$ cat config.mk
export PLATFORM = sky130hd
export DESIGN_NAME = bidir_pad_seq
export DESIGN_NICKNAME = d
export VERILOG_FILES = /design/src/rtl/bidir_pad_seq_pkg.sv /design/src/rtl/bidir_pad_seq_pad_sync.sv /design/src/rtl/bidir_pad_seq.sv
export SDC_FILE = /design/constraint.sdc
export NUM_CORES = 1
export LEC_CHECK = 0
export CAP_MARGIN = 20
export CORE_MARGIN = 1.5
export CORE_UTILIZATION = 40
export CTS_CLUSTER_SIZE = 10
export DETAILED_ROUTE_END_ITERATION = 16
export PLACE_DENSITY_LB_ADDON = 0.1
export SYNTH_ARGS = -nofsm -noshare
export SYNTH_HDL_FRONTEND = slang
export SYNTH_SLANG_ARGS = --single-unit
$ cat constraint.sdc
create_clock -name C -period 1.6 [get_ports C]
set_clock_uncertainty 0.1 [all_clocks]
set_input_delay 0.48 -clock C [delete_from_list [all_inputs] [get_ports C]]
set_output_delay 0.48 -clock C [all_outputs]
set_load 0.05 [all_outputs]
$ cat src/rtl/bidir_pad_seq_pkg.sv
// Shared state encoding and default parameters for the bidirectional pad sequencer.
package bidir_pad_seq_pkg;

    typedef enum logic [1:0] {
        IDLE   = 2'd0,
        DRIVE  = 2'd1,
        TA     = 2'd2,
        SAMPLE = 2'd3
    } state_t;

    localparam int unsigned DEF_WIDTH          = 8;
    localparam int unsigned DEF_TA_CYCLES      = 2;
    localparam int unsigned SYNC_SAMPLE_CYCLES = 3;

endpackage

$ cat src/rtl/bidir_pad_seq_pad_sync.sv
// Two-flop synchronizer for the pad input bus; only built when BIDIR_PAD_SEQ_SYNC_EN is defined.
`ifdef BIDIR_PAD_SEQ_SYNC_EN
module pad_sync
    import bidir_pad_seq_pkg::*;
#(
    parameter int unsigned WIDTH = DEF_WIDTH
) (
    input  logic             C,
    input  logic             R,
    input  logic [WIDTH-1:0] D,
    output logic [WIDTH-1:0] Q
);

    logic [WIDTH-1:0] meta;

    always_ff @(posedge C) begin
        if (R) begin
            meta <= '0;
            Q    <= '0;
        end else begin
            meta <= D;
            Q    <= meta;
        end
    end

endmodule
`endif

$ cat src/rtl/bidir_pad_seq.sv
// Tri-state pad command sequencer: one-cycle drive plus turnaround for writes, sampled reads.
// Macro BIDIR_PAD_SEQ_SYNC_EN adds a 2-flop synchronizer on PAD_O and stretches SAMPLE to 3 cycles.
module bidir_pad_seq
    import bidir_pad_seq_pkg::*;
#(
    parameter int unsigned WIDTH     = DEF_WIDTH,
    parameter int unsigned TA_CYCLES = DEF_TA_CYCLES
) (
    input  logic             C,
    input  logic             R,
    input  logic             CMD_VALID,
    output logic             CMD_READY,
    input  logic             CMD_WR,
    input  logic [WIDTH-1:0] CMD_DATA,
    output logic             RD_VALID,
    output logic [WIDTH-1:0] RD_DATA,
    output logic [WIDTH-1:0] PAD_I,
    output logic [WIDTH-1:0] PAD_T,
    input  logic [WIDTH-1:0] PAD_O
);

    localparam int unsigned CW = (TA_CYCLES == 0) ? 1 : $clog2(TA_CYCLES + 1);

    state_t          state;
    logic [CW-1:0]   ta_cnt;
    logic [WIDTH-1:0] pad_s;
    logic            samp_last;

`ifdef BIDIR_PAD_SEQ_SYNC_EN
    logic [1:0] samp_cnt;

    pad_sync #(.WIDTH(WIDTH)) u_pad_sync (
        .C (C),
        .R (R),
        .D (PAD_O),
        .Q (pad_s)
    );

    assign samp_last = (samp_cnt == 2'(SYNC_SAMPLE_CYCLES - 1));
`else
    assign pad_s     = PAD_O;
    assign samp_last = 1'b1;
`endif

    always_ff @(posedge C) begin
        if (R) begin
            state     <= IDLE;
            PAD_T     <= '1;
            PAD_I     <= '0;
            RD_DATA   <= '0;
            RD_VALID  <= 1'b0;
            CMD_READY <= 1'b0;
            ta_cnt    <= '0;
`ifdef BIDIR_PAD_SEQ_SYNC_EN
            samp_cnt  <= '0;
`endif
        end else begin
            RD_VALID <= 1'b0;
            case (state)
                IDLE: begin
                    CMD_READY <= 1'b1;
                    if (CMD_VALID && CMD_READY) begin
                        CMD_READY <= 1'b0;
                        if (CMD_WR) begin
                            state <= DRIVE;
                            PAD_I <= CMD_DATA;
                            PAD_T <= '0;
                        end else begin
                            state <= SAMPLE;
                            PAD_T <= '1;
`ifdef BIDIR_PAD_SEQ_SYNC_EN
                            samp_cnt <= '0;
`endif
                        end
                    end
                end
                DRIVE: begin
                    PAD_T <= '1;
                    if (TA_CYCLES == 0) begin
                        state     <= IDLE;
                        CMD_READY <= 1'b1;
                    end else begin
                        state  <= TA;
                        ta_cnt <= CW'(TA_CYCLES);
                    end
                end
                TA: begin
                    // Counter holds the remaining TA cycles including the current one; saturates at 0.
                    if (ta_cnt == CW'(1) || ta_cnt == '0) begin
                        ta_cnt    <= '0;
                        state     <= IDLE;
                        CMD_READY <= 1'b1;
                    end else begin
                        ta_cnt <= ta_cnt - CW'(1);
                    end
                end
                SAMPLE: begin
                    if (samp_last) begin
                        RD_DATA   <= pad_s;
                        RD_VALID  <= 1'b1;
                        state     <= IDLE;
                        CMD_READY <= 1'b1;
                    end
`ifdef BIDIR_PAD_SEQ_SYNC_EN
                    else begin
                        samp_cnt <= samp_cnt + 2'd1;
                    end
`endif
                end
                default: state <= IDLE;
            endcase
        end
    end

endmodule

==> results.md, run 1 <==
- Final Hold Fails: 0
- Wirelength, routed: 2224 um
- YS warnings: 0
- Average wire per standard cell: 12.29 um
- First-pass GRT wire length: 3629 um
- Final ANT Viol Nets: 0
- Post-route DRC: 0
- Setup CP Type: flip-flop to primary output
- CP cell instances: buf_12
- # clock sinks: 23
- Reg power frac: 0.402
- Setup crit start kind: flip-flop
- Part of the power in combinational logic: 0.454
- Post-synth cell types: 23
- Die ar.: 2785 um^2
- CTS root buf: clkbuf_4
- Cell row count: 17
- Fill cell count: 146
- Top delay family on crit path: flip-flops
- Slew @ Worst Pin: 0.2498 ns
- Largest net degree at the start of global routing: 13
- Main synth FF type: dfxtp_1
- Post-Syn Instances: 108
- CTS buffer count: 3
- Port Buffer Count: 45
- Fraction of layout cells with a size suffix above 1: 0.2745
- CP max stage delay: 0.52 ns
- Gr usage total: 0.1801
- Area growth, synth to finish: 76.77%
- # diodes: 0
- Wl on met1: 950 um
- Max FO, Critical Path: 9
- Avg Cell Area, Syn: 9.175 um^2
- NumNets Final: 179
- WP data required: 1.02 ns
- Post-DP HPWL: 1792 um
- Pwr Density: 1029 nW/um^2
- Core Region: 2276 um^2
- Max-Cap Viols: 0
- Die Height: 52.78 um
- Via count: 878
- Status: complete, no violations
- RR Startpoint: state[0]
- Unrepaired setup endpoints after global routing: true
- Clk slew on worst S/H paths: 0.12 ns
- Max Slew Vio Count: 0
- Asr flop ratio synth: 0
- Hold slack: 0.3903 ns
- Via-to-Cell Ratio: 4.851
- Period utilization: 0.9912
- CTS tree: done
- Syn Nets: 133
- H-tree depth: 1
- Final GP Congestion: 0.7614
- F_max: 630.6 MHz
- Clk pwr share: 0.144
- Worst slew margin: 0.8334
- Worst-skew pair later-pin latency: 0.30 ns
- Internal power: 1.132 mW
- Top Layer Used: met4
- Starting Density: 0.4354
- Final Util: 0.7697
- Syn Std Cell Area: 991.0 um^2
- HP Class: flip-flop to flip-flop
- Drt pass-1 iters: 4
- Post-synth EDFFs: 0
- Number of global-route vias before repair: 797
- Setup Buffers After CTS: 0
- Longest Clk Path Bufs: 2
- Grt ovf: 0
- #FFs+latches synth: 23
- DR iter-0 viols: 7
- CP bufs+invs: 1
- Met3 WL: 117 um
- Worst vdd ir: 0.8964 mV
- Crit. End Element: primary output
- Final min period: 1.586 ns
- Worst Path Arrival: 1.01 ns
- Switching fraction of total power: 0.3719
- IO Pins: 46
- Slowest CP cell: dfxtp_4
- Seq/Total Area, Yosys: 0.4646
- Hold Buf Count CTS: 0
- Leakage power: 0.6776 nW
- Hold Startpoint: ta_cnt[0]
- Switching power: 0.6701 mW
- CP Launch Point: PAD_T[6]
- Initial antenna violation count: 0
- Metal2 WL: 1121 um
- DIE WIDTH: 52.78 um
- Setup Viol. Count Final: 0
layout by cell type, fill, tap and decap left out, types with 4 or more instances in the layout:
cell and instances:
nand2_1 19, buf_4 7, nor2_1 10, a21oi_1 13
dfxtp_1 21, ha_1 4, buf_12 26, clkdlybuf4s50_1 19
mux2i_1 9
sequential cells by signal (all words and copies together) (netlist names):
register and cells:
PAD_T 1, state 2, CMD_READY 1, ta_cnt 2
RD_DATA 8, RD_VALID 1, PAD_I 8
per-stage QoR:
stage / area, um^2 / setup WS [ns] / std cells / total power [mW] / setup TNS, ns
4_1_cts: 1748 / 0.002641 / 181 / 1.800 / 0
5_1_grt: 1752 / -0.03229 / 181 / 1.917 / -0.2465
6_report: 1752 / 0.01412 / 181 / 1.802 / 0
3_3_place_gp: 1718 / -0.1847 / 177 / 1.517 / -1.632
3_5_place_dp: 1718 / -0.2097 / 177 / 1.539 / -1.935
2_1_floorplan: 992.2 / 0.01567 / 108 / 1.177 / 0
layout make-up:
cell class | instances | area (um^2) | area share
repair buffers | 52 | 763.2 | 0.4357
flip-flops and latches | 23 | 465.4 | 0.2657
multi-input cells | 71 | 450.4 | 0.2571
well taps | 28 | 35.03 | 0.02000
clock buffers | 4 | 26.28 | 0.01500
inverters | 3 | 11.26 | 0.006429
cell usage after synthesis (2+ instances only):
master | number | area share
mux2i_1 | 9 | 0.091
dfxtp_1 | 23 | 0.46
nor2_1 | 10 | 0.038
nor3_1 | 2 | 0.010
inv_1 | 3 | 0.011
nand2_1 | 19 | 0.072
buf_4 | 8 | 0.061
ha_1 | 5 | 0.063
clkbuf_1 | 2 | 0.0076
nand2b_1 | 2 | 0.013
a21oi_1 | 13 | 0.066
power by group through the flow:
stage / Sequential, mW / Clock, mW / Combinational, mW
detailed placement: 0.734 / 0 / 0.805
floorplan: 0.809 / 0 / 0.367
CTS: 0.724 / 0.269 / 0.808
global placement: 0.732 / 0 / 0.785
finish: 0.724 / 0.259 / 0.818
global route: 0.736 / 0.298 / 0.884
cell families (layout without fill, tap and decap cells):
group / count (synthesis) / count (layout) / synth area share
AOI/OAI and AO/OA: 19 / 19 / 0.1111
muxes: 9 / 9 / 0.09091
adders and majority gates: 5 / 5 / 0.06313
DFF: 23 / 23 / 0.4646
and+or+nand+nor: 38 / 38 / 0.1856
buffers and inverters: 14 / 59 / 0.08460
final timing paths:
path	to	slack, ns	depth (start not counted)
worst max-delay path	PAD_T[7]	0.01	1
worst min-delay path	ta_cnt[0]	0.39	2
worst max register to register	PAD_T[6]	0.10	5
worst min register to register	ta_cnt[0]	0.39	2
what timing repair did:
action | in CTS | in global routing
pin swaps | 0 | 0
endpoints found under the setup margin | 9 | 17
resized for setup | 2 | 2
cloned | 0 | 0
layer usage:
metal	global-route usage	up-vias
met4	0.07692	0
met5	0	-
met2	0.2979	25
met1	0.2189	402
met3	0.04571	5
li1	-	446
(Power assumes the default switching activity.)
==> inputs of run 2 (changes only) <==
--- a/config.mk
+++ b/config.mk
@@ -10,6 +10,7 @@
 export CORE_UTILIZATION = 40
 export CTS_CLUSTER_SIZE = 10
 export DETAILED_ROUTE_END_ITERATION = 16
+export GPL_ROUTABILITY_DRIVEN = 0
 export PLACE_DENSITY_LB_ADDON = 0.1
 export SYNTH_ARGS = -nofsm -noshare
 export SYNTH_HDL_FRONTEND = slang
==> results of run 2 <==
Same layout as run 1: the final DEF is identical, and so are final timing and power.
==> inputs of run 3 (changes only) <==
--- a/config.mk
+++ b/config.mk
@@ -7,9 +7,10 @@
 export LEC_CHECK = 0
 export CAP_MARGIN = 20
 export CORE_MARGIN = 1.5
-export CORE_UTILIZATION = 40
+export CORE_UTILIZATION = 45
 export CTS_CLUSTER_SIZE = 10
 export DETAILED_ROUTE_END_ITERATION = 16
+export DONT_BUFFER_PORTS = 1
 export GPL_ROUTABILITY_DRIVEN = 0
 export PLACE_DENSITY_LB_ADDON = 0.1
 export SYNTH_ARGS = -nofsm -noshare
==> results.md, run 3 (same netlist as run 1, synthesis figures left out) <==
- Grt ovf: 0 (unchanged)
- Setup Buffers After CTS: 0 (unchanged)
- Setup Viol. Count Final: 7 (+7)
- Core Region: 2022 um^2 (-11%)
- Via count: 678 (-23%)
- Die Height: 49.93 um (-5.4%)
- Worst Path Arrival: 1.08 ns (+0.07 ns)
- Area growth, synth to finish: 6.819%
- Number of global-route vias before repair: 620 (-22%)
- Final Hold Fails: 0 (unchanged)
- # clock sinks: 23 (unchanged)
- Longest Clk Path Bufs: 2 (unchanged)
- CP cell instances: buf_16
- Via-to-Cell Ratio: 5.098 (+5.1%)
- Period utilization: 1.038 (+0.04660)
- H-tree depth: 1 (unchanged)
- Crit. End Element: primary output
- CP bufs+invs: 1 (unchanged)
- Die ar.: 2493 um^2 (-11%)
- Worst setup margin: -0.06043 ns (-0.07455 ns)
- Final min period: 1.660 ns (+0.07455 ns)
- Largest net degree at the start of global routing: 26 (+13)
- # diodes: 0 (unchanged)
- HP Class: primary input to flip-flop
- NumNets Final: 132 (-26%)
- CP max stage delay: 0.50 ns (-0.02 ns)
- DR iter-0 viols: 7 (unchanged)
- WP data required: 1.02 ns (about the same)
- CTS buffer count: 3 (unchanged)
- Top delay family on crit path: flip-flops
- Worst slew margin: 0.6584 (-0.1750)
- Post-DP HPWL: 1265 um (-29%)
- Drt pass-1 iters: 2 (-2)
- CTS tree: done
- Setup crit start kind: flip-flop
- F_max: 602.3 MHz (-4.5%)
- Most frequent cells in the layout: dfxtp_1, nand2_1, a21oi_1
- Leakage power: 0.3766 nW (-44%)
- Hold Buf Count CTS: 0 (unchanged)
- Max Slew Vio Count: 0 (unchanged)
- Port Buffer Count: 0 (-100%)
- Post-route DRC: 0 (unchanged)
- Failing checks: negative setup slack
- DIE WIDTH: 49.93 um (-5.4%)
- Gr usage total: 0.1429 (-0.03714)
- Max FO, Critical Path: 4 (-5)
- Slew @ Worst Pin: 0.5116 ns (+0.2618 ns)
- Setup CP Type: flip-flop to primary output
- Worst vdd ir: 0.7429 mV (-17%)
- Max-Cap Viols: 0 (unchanged)
- CTS root buf: clkbuf_4
- Clk slew on worst S/H paths: 0.11 ns (about the same)
- Top flop regs: PAD_I (8), RD_DATA (8)
- Slowest CP cell: dfxtp_4
- Starting Density: 0.4901 (+0.05470)
- Cell row count: 16 (-1)
- Unrepaired setup endpoints after global routing: true
- IO Pins: 46 (unchanged)
- Pwr Density: 1414 nW/um^2 (+38%)
- Average wire per standard cell: 12.77 um (+4.0%)
- Wirelength, routed: 1699 um (-24%)
- Hold slack: 0.1264 ns (-0.2639 ns)
- Fraction of layout cells with a size suffix above 1: 0.1509 (-0.1236)
- First-pass GRT wire length: 2684 um (-26%)
- Final Util: 0.5235 (-0.2461)
- Status: complete, but fails checks
- Worst-skew pair later-pin latency: 0.30 ns (about the same)
- Final ANT Viol Nets: 0 (unchanged)
- Initial antenna violation count: 0 (unchanged)
==> run 3: timing repair <==
| action | 4_1_cts | 5_1_grt |
|---|---|---|
| setup endpoints to repair | 7 | 19 |
| cloned | 0 | 0 |
| resized for setup | 1 | 4 |
==> run 3: path summary, 6_finish.rpt <==
check,startpoint,to,slack (ns),cells after the start
setup / recovery,PAD_T[6],PAD_T[1],-0.06,1
hold / removal,R,RD_DATA[6],0.13,1
setup reg to reg,state[0],PAD_T[6],0.13,5
hold reg to reg,ta_cnt[0],ta_cnt[0],0.37,2
==> run 3: stage by stage <==
stage               setup WS, ns  power [mW]  TNS [ns]  std cells  cell area (um^2)
finish                  -0.06043       1.497   -0.3465        133              1059
global route             -0.1043       1.589   -0.6576        133              1059
CTS                     -0.07743       1.505   -0.4683        133              1052
detailed placement       0.08343       1.243         0        129              1018
global placement          0.1435       1.232         0        129              1018
floorplan                0.01567       1.177         0        108             992.2
==> run 3: where the power goes <==
| group | total (mW) | leakage (nW) | switching (mW) | internal (mW) |
|---|---|---|---|---|
| Combinational | 0.453 | 0.174 | 0.277 | 0.176 |
| Clock | 0.253 | 0.0150 | 0.156 | 0.0972 |
| Sequential | 0.791 | 0.188 | 0.154 | 0.637 |
==> run 3: area by class of cell <==
type                            count  area (um^2)
Timing Repair Buffer                5        70.07
Multi-Input combinational cell     71        449.2
Tap cell                           27        33.78
Clock buffer                        4        26.28
Fill cell                         201        963.4
Sequential cell                    23        467.9
Inverter                            3        11.26
==> run 3: metal layers <==
layer  part of all wire  wire, um  track usage  vias to the layer above
met5                  0         0            0                        -
li1                   -         -            -                      353
met2               0.48       823       0.2422                       28
met3              0.085       145      0.06970                        0
met1               0.43       730       0.1550                      297
met4                  0         0      0.04630                        0
